### config.mk
export PLATFORM = sky130hd
export DESIGN_NAME = shadow_stack_ctrl
export DESIGN_NICKNAME = d
export VERILOG_FILES = /design/src/rtl/shadow_stack_ctrl_pkg.sv /design/src/rtl/shstk_lifo_ram.sv /design/src/rtl/shadow_stack_ctrl.sv
export SDC_FILE = /design/constraint.sdc
export NUM_CORES = 1
export LEC_CHECK = 0
export CORE_ASPECT_RATIO = 0.9
export CORE_MARGIN = 1
export CORE_UTILIZATION = 55
export DETAILED_ROUTE_END_ITERATION = 16
export PLACE_DENSITY = 0.72
export REMOVE_ABC_BUFFERS = 1
export SYNTH_ARGS = -nofsm -noshare
export SYNTH_HDL_FRONTEND = slang
export SYNTH_HIERARCHICAL = 1
export SYNTH_SLANG_ARGS = --single-unit
### constraint.sdc
create_clock -name clk_i -period 5.7 [get_ports clk_i]
set_clock_uncertainty 0.1 [all_clocks]
set_input_delay 0.855 -clock clk_i [delete_from_list [all_inputs] [get_ports clk_i]]
set_output_delay 0.855 -clock clk_i [all_outputs]
set_load 0.02 [all_outputs]
### src/rtl/shadow_stack_ctrl_pkg.sv
// Shared types and helpers for the shadow return-address stack controller.
package shadow_stack_ctrl_pkg;

    typedef enum logic [1:0] {
        SS_IDLE  = 2'd0,
        SS_ALARM = 2'd1,
        SS_CLEAR = 2'd2
    } shstk_state_e;

    localparam int SHSTK_UDF_W = 8;

    function automatic logic [SHSTK_UDF_W-1:0] udf_sat_inc(input logic [SHSTK_UDF_W-1:0] cnt);
        if (cnt == {SHSTK_UDF_W{1'b1}}) begin
            return cnt;
        end else begin
            return cnt + SHSTK_UDF_W'(1'b1);
        end
    endfunction

endpackage

### src/rtl/shstk_lifo_ram.sv
// Shadow stack storage: DEPTH x AW, one synchronous write port and two
// asynchronous read ports, no reset on the array.
module shstk_lifo_ram #(
    parameter int  DEPTH = 16,
    parameter int  AW    = 32,
    localparam int PW    = $clog2(DEPTH)
) (
    input  logic          clk,
    input  logic          we,
    input  logic [PW-1:0] waddr,
    input  logic [AW-1:0] wdata,
    input  logic [PW-1:0] raddr_a,
    output logic [AW-1:0] rdata_a,
    input  logic [PW-1:0] raddr_b,
    output logic [AW-1:0] rdata_b
);

    logic [AW-1:0] mem_r [DEPTH];

    // Single write port; contents are undefined until written or scrubbed.
    always_ff @(posedge clk) begin
        if (we) begin
            mem_r[waddr] <= wdata;
        end
    end

    assign rdata_a = mem_r[raddr_a];
    assign rdata_b = mem_r[raddr_b];

endmodule

### src/rtl/shadow_stack_ctrl.sv
// Shadow return-address stack with CFI compare, sticky crash and scrub sequencer.
// Optional debug read port enabled by defining SHADOW_STACK_DBG_READ_EN.
module shadow_stack_ctrl
    import shadow_stack_ctrl_pkg::*;
#(
    parameter int  DEPTH = 16,
    parameter int  AW    = 32,
    localparam int PW    = $clog2(DEPTH),
    localparam int DW    = PW + 1
) (
    input  logic                   clk_i,
    input  logic                   rst_i,
    input  logic                   en_i,
    input  logic                   call_valid_i,
    input  logic [AW-1:0]          call_addr_i,
    input  logic                   ret_valid_i,
    input  logic [AW-1:0]          ret_addr_i,
    input  logic                   clr_i,
    output logic                   ready_o,
    output logic                   crash_o,
    output logic [DW-1:0]          depth_o,
    output logic                   ovf_o,
    output logic [SHSTK_UDF_W-1:0] udf_cnt_o
`ifdef SHADOW_STACK_DBG_READ_EN
    ,
    input  logic [PW-1:0]          dbg_idx_i,
    output logic [AW-1:0]          dbg_data_o
`endif
);

    localparam logic [DW-1:0] DEPTH_FULL = DW'(DEPTH);
    localparam logic [PW-1:0] IDX_LAST   = PW'(DEPTH - 1);

    shstk_state_e            state_r, state_nxt_s;
    logic [PW-1:0]           ptr_r, top_idx_s, scrub_idx_r, waddr_s, dbg_addr_s;
    logic [DW-1:0]           depth_r;
    logic                    ovf_r;
    logic [SHSTK_UDF_W-1:0]  udf_r;
    logic [AW-1:0]           top_data_s, wdata_s, rd_b_s;
    logic                    push_s, pop_s, udf_s, we_s, mismatch_s;

    assign top_idx_s  = ptr_r - PW'(1'b1);
    assign mismatch_s = pop_s && (top_data_s != ret_addr_i);

    shstk_lifo_ram #(.DEPTH(DEPTH), .AW(AW)) u_ram (
        .clk     (clk_i),
        .we      (we_s),
        .waddr   (waddr_s),
        .wdata   (wdata_s),
        .raddr_a (top_idx_s),
        .rdata_a (top_data_s),
        .raddr_b (dbg_addr_s),
        .rdata_b (rd_b_s)
    );

    // Qualify stack operations: only in IDLE, checking enabled, no scrub request.
    always_comb begin
        push_s = 1'b0;
        pop_s  = 1'b0;
        udf_s  = 1'b0;
        if ((state_r == SS_IDLE) && en_i && !clr_i) begin
            push_s = call_valid_i;
            pop_s  = ret_valid_i && (depth_r != '0);
            udf_s  = ret_valid_i && (depth_r == '0);
        end else begin
            push_s = 1'b0;
            pop_s  = 1'b0;
            udf_s  = 1'b0;
        end
    end

    // RAM write steering: scrub zeros, or push (into the freed top slot on call+ret).
    always_comb begin
        we_s    = 1'b0;
        waddr_s = ptr_r;
        wdata_s = call_addr_i;
        if (state_r == SS_CLEAR) begin
            we_s    = 1'b1;
            waddr_s = scrub_idx_r;
            wdata_s = '0;
        end else if (push_s) begin
            we_s    = 1'b1;
            waddr_s = pop_s ? top_idx_s : ptr_r;
        end else begin
            we_s    = 1'b0;
        end
    end

    // FSM state register.
    always_ff @(posedge clk_i) begin
        if (rst_i) begin
            state_r <= SS_IDLE;
        end else begin
            state_r <= state_nxt_s;
        end
    end

    // FSM next-state logic; a compare mismatch lands in ALARM one cycle after the pop.
    always_comb begin
        state_nxt_s = state_r;
        case (state_r)
            SS_IDLE: begin
                if (clr_i)           state_nxt_s = SS_CLEAR;
                else if (mismatch_s) state_nxt_s = SS_ALARM;
                else                 state_nxt_s = SS_IDLE;
            end
            SS_ALARM: begin
                if (clr_i) state_nxt_s = SS_CLEAR;
                else       state_nxt_s = SS_ALARM;
            end
            SS_CLEAR: begin
                if (clr_i)                          state_nxt_s = SS_CLEAR;
                else if (scrub_idx_r == IDX_LAST)   state_nxt_s = SS_IDLE;
                else                                state_nxt_s = SS_CLEAR;
            end
            default: state_nxt_s = SS_IDLE;
        endcase
    end

    // FSM outputs; crash is masked while checking is disabled without losing the alarm.
    always_comb begin
        ready_o = (state_r != SS_CLEAR);
        crash_o = en_i && (state_r == SS_ALARM);
    end

    // Pointer, depth, sticky flags and scrub index.
    always_ff @(posedge clk_i) begin
        if (rst_i) begin
            ptr_r       <= '0;
            depth_r     <= '0;
            ovf_r       <= 1'b0;
            udf_r       <= '0;
            scrub_idx_r <= '0;
        end else if (clr_i) begin
            ptr_r       <= '0;
            depth_r     <= '0;
            ovf_r       <= 1'b0;
            udf_r       <= '0;
            scrub_idx_r <= '0;
        end else begin
            scrub_idx_r <= (state_r == SS_CLEAR) ? scrub_idx_r + PW'(1'b1) : '0;
            if (push_s && !pop_s) begin
                ptr_r <= ptr_r + PW'(1'b1);
                if (depth_r == DEPTH_FULL) begin
                    ovf_r <= 1'b1;
                end else begin
                    depth_r <= depth_r + DW'(1'b1);
                end
            end else if (pop_s && !push_s) begin
                ptr_r   <= top_idx_s;
                depth_r <= depth_r - DW'(1'b1);
            end else begin
                ptr_r   <= ptr_r;
                depth_r <= depth_r;
            end
            if (udf_s) begin
                udf_r <= udf_sat_inc(udf_r);
            end else begin
                udf_r <= udf_r;
            end
        end
    end

    assign depth_o   = depth_r;
    assign ovf_o     = ovf_r;
    assign udf_cnt_o = udf_r;

`ifdef SHADOW_STACK_DBG_READ_EN
    assign dbg_addr_s = top_idx_s - dbg_idx_i;

    // Debug read returns zero for slots beyond the live depth.
    always_comb begin
        if ({1'b0, dbg_idx_i} < depth_r) begin
            dbg_data_o = rd_b_s;
        end else begin
            dbg_data_o = '0;
        end
    end
`else
    logic unused_s;
    assign dbg_addr_s = top_idx_s;
    assign unused_s   = ^rd_b_s;
`endif

endmodule

==> results.toml <==
[finish]
diodes = 0
drive_above_1_share = 0.221
nets = 1241
final_util = 0.652
area_growth_pct = 15.7

[power]
powerDensity_nw_per_um2 = 337
totalPowerFinal_w = 0.00825
p_leak_nw = 8.05
ir_worst_vdd_v = 0.000257

[global_route]
grt_pass1_wl_um = 69700
grt.total_usage = 0.244
grt_max_degree = 65
grt-ovfl-total = 0
antenna_found_initial = 0
grt_pass1_vias = 11000

[timing]
fmax_mhz = 220
rsz0062_at_grt = "no"
slew_violations = 0
hold_violations = 0
timing.final.crit_share = 0.797
final.min_clock_period_ns = 4.55
finalSetupViolCount = 0
max-slew-margin-rel = 0.339
worst_slew_pin_slew_ns = 0.992

[worst_setup_path]
crit_buf_inv = 4
crit_cells = 13
critical_path_arrival_ns = 4.87
cp_max_fo = 61
reg2reg_depth = 13
crit_path_end_kind = "register"
path_class = "reg -> reg"
slowest_delay_ns = 0.57
critPathSlowestCell = "dfxtp_1"
path_delay_family = "buffers and inverters"
startpoint_type = "register"
required_ns = 6.02
crit_chain = "inv_8 > ha_1 > inv_4 > buf_12 > buf_4 > mux4_2 > a22oi_1 > nand2_1 > xor2_1 > nor4_1 > nand4_1 > nor2_1 > o32ai_1"

[clocking]
cts_tree = "built"
cts_sinks = 536
cts_made_buffers = 52
cts_resized = 0
path_clk_slew_ns = 0.07
insertion_delay_ns = 0.57
htreeDepth = 2
ctsHoldBuffers = 0
cts_root_buf = "clkbuf_16"
clockBufferDepth = 3
postCtsSetupBuffers = 0

[floorplan]
num_rows = 67
die_h_um = 188
dieWidth_um = 209
initial_utilization = 0.563
ios = 86
core_area_um2 = 37600
dieArea_um2 = 39300

[synthesis]
syn_inst = 1047
avgSynthCellArea_um2 = 20.2
yosysWarnings = 6
syn-cell-area_um2 = 21200

[flow_run]
drv_cap = 0

[detailed_routing]
drc = 0
drt_pre_antenna_iters = 5
antenna_left = 0
drt_iter0_drc = 1092
viasPerCell = 6.25
vias = 10500
routedWlPerCell_um = 27.4
routed_wirelength_um = 46200

[min_path]
hp-class = "reg -> reg"
holdPathStages = 2

[placement]
routabilityCongestion = 0.778
io_buffer_count = 85
hpwl_um = 27500

[outcome]
status = "finished clean"
layout make-up:
| cell class | count | area, µm² |
|---|---|---|
| sequential | 536 | 15900 |
| fill | 2554 | 13100 |
| multi-input combinational | 450 | 5160 |
| clock buffer | 61 | 1360 |
| timing repair buffer | 112 | 1150 |
| tap | 483 | 604 |
| clock inverter | 33 | 297 |
| inverter | 9 | 43.8 |
sequential cells by signal, summed over array words and instances, names as in the netlist:
signal / count
scrub_idx_r: 4
u_ram/mem_r: 512
ovf_o: 1
udf_cnt_o: 8
depth_o: 5
ptr_r: 4
state_r: 2
where the power goes:
part	switching, W	internal (W)
sequential	0.0000162	0.00440
clock	0.00141	0.00193
combinational	0.000312	0.000180
path summary, 6_finish.rpt:
| check | from | endpoint | slack [ns] |
|---|---|---|---|
| max | ptr_r[0]$_SDFFE_PP0P_ | state_r[0]$_SDFF_PP0_ | 1.15 |
| min | ovf_o$_SDFFE_PP0P_ | ovf_o$_SDFFE_PP0P_ | 0.41 |
| max reg2reg | ptr_r[0]$_SDFFE_PP0P_ | state_r[0]$_SDFF_PP0_ | 1.15 |
| min reg2reg | ovf_o$_SDFFE_PP0P_ | ovf_o$_SDFFE_PP0P_ | 0.41 |
routing by layer:
metal / part of all wire / routed length [µm] / global-route usage / vias up
met2: 0.50 / 23000 / 0.401 / 402
met1: 0.41 / 19100 / 0.345 / 5519
met3: 0.064 / 2980 / 0.0363 / 92
met4: 0.025 / 1160 / 0.0667 / 0
li1: - / - / - / 4512
met5: 0 / 0 / 0 / -
worst register-to-register path, stage by stage, from the launching register on:
cell     delay [ns]
dfxtp_1        0.57
inv_8          0.19
ha_1           0.44
inv_4          0.28
buf_12         0.38
buf_4          0.49
mux4_2         0.41
a22oi_1        0.27
nand2_1        0.10
xor2_1         0.16
nor4_1         0.53
nand4_1        0.15
nor2_1         0.22
o32ai_1        0.11
layout by cell type, fill, tap and decap left out, drive strengths merged, types with 2 or more instances in the layout:
cell and count:
nor2b 2, buf 27, mux4 128, a211oi 3, nand2 45, nor3 11, o21ai 3, nor4b 2
edfxtp 512, clkbuf 61, a21o 2, clkinv 24, bufinv 5, dfxtp 24, inv 12, xor2 37
nand2b 3, nand3b 2, nand3 6, xnor2 16, ha 9, nor2 41, nor4 13, and2 33
clkdlybuf4s50 85, a21oi 12, a22oi 64, nand4 5
through the flow:
stage                     instances  setup TNS [ns]  worst slack, ns  hold slack [ns]  instance area, µm²
after CTS                      1684               0             1.06            0.412               24500
after floorplan                 995        -1240.88            -3.80            0.357               20900
final                          1684               0             1.15            0.405               24500
after global placement         1590               0             1.17            0.381               22800
after detailed placement       1590               0             1.08            0.399               22800
after global routing           1684               0            0.931            0.440               24500
No activity file was read; power rests on OpenSTA's default activity.
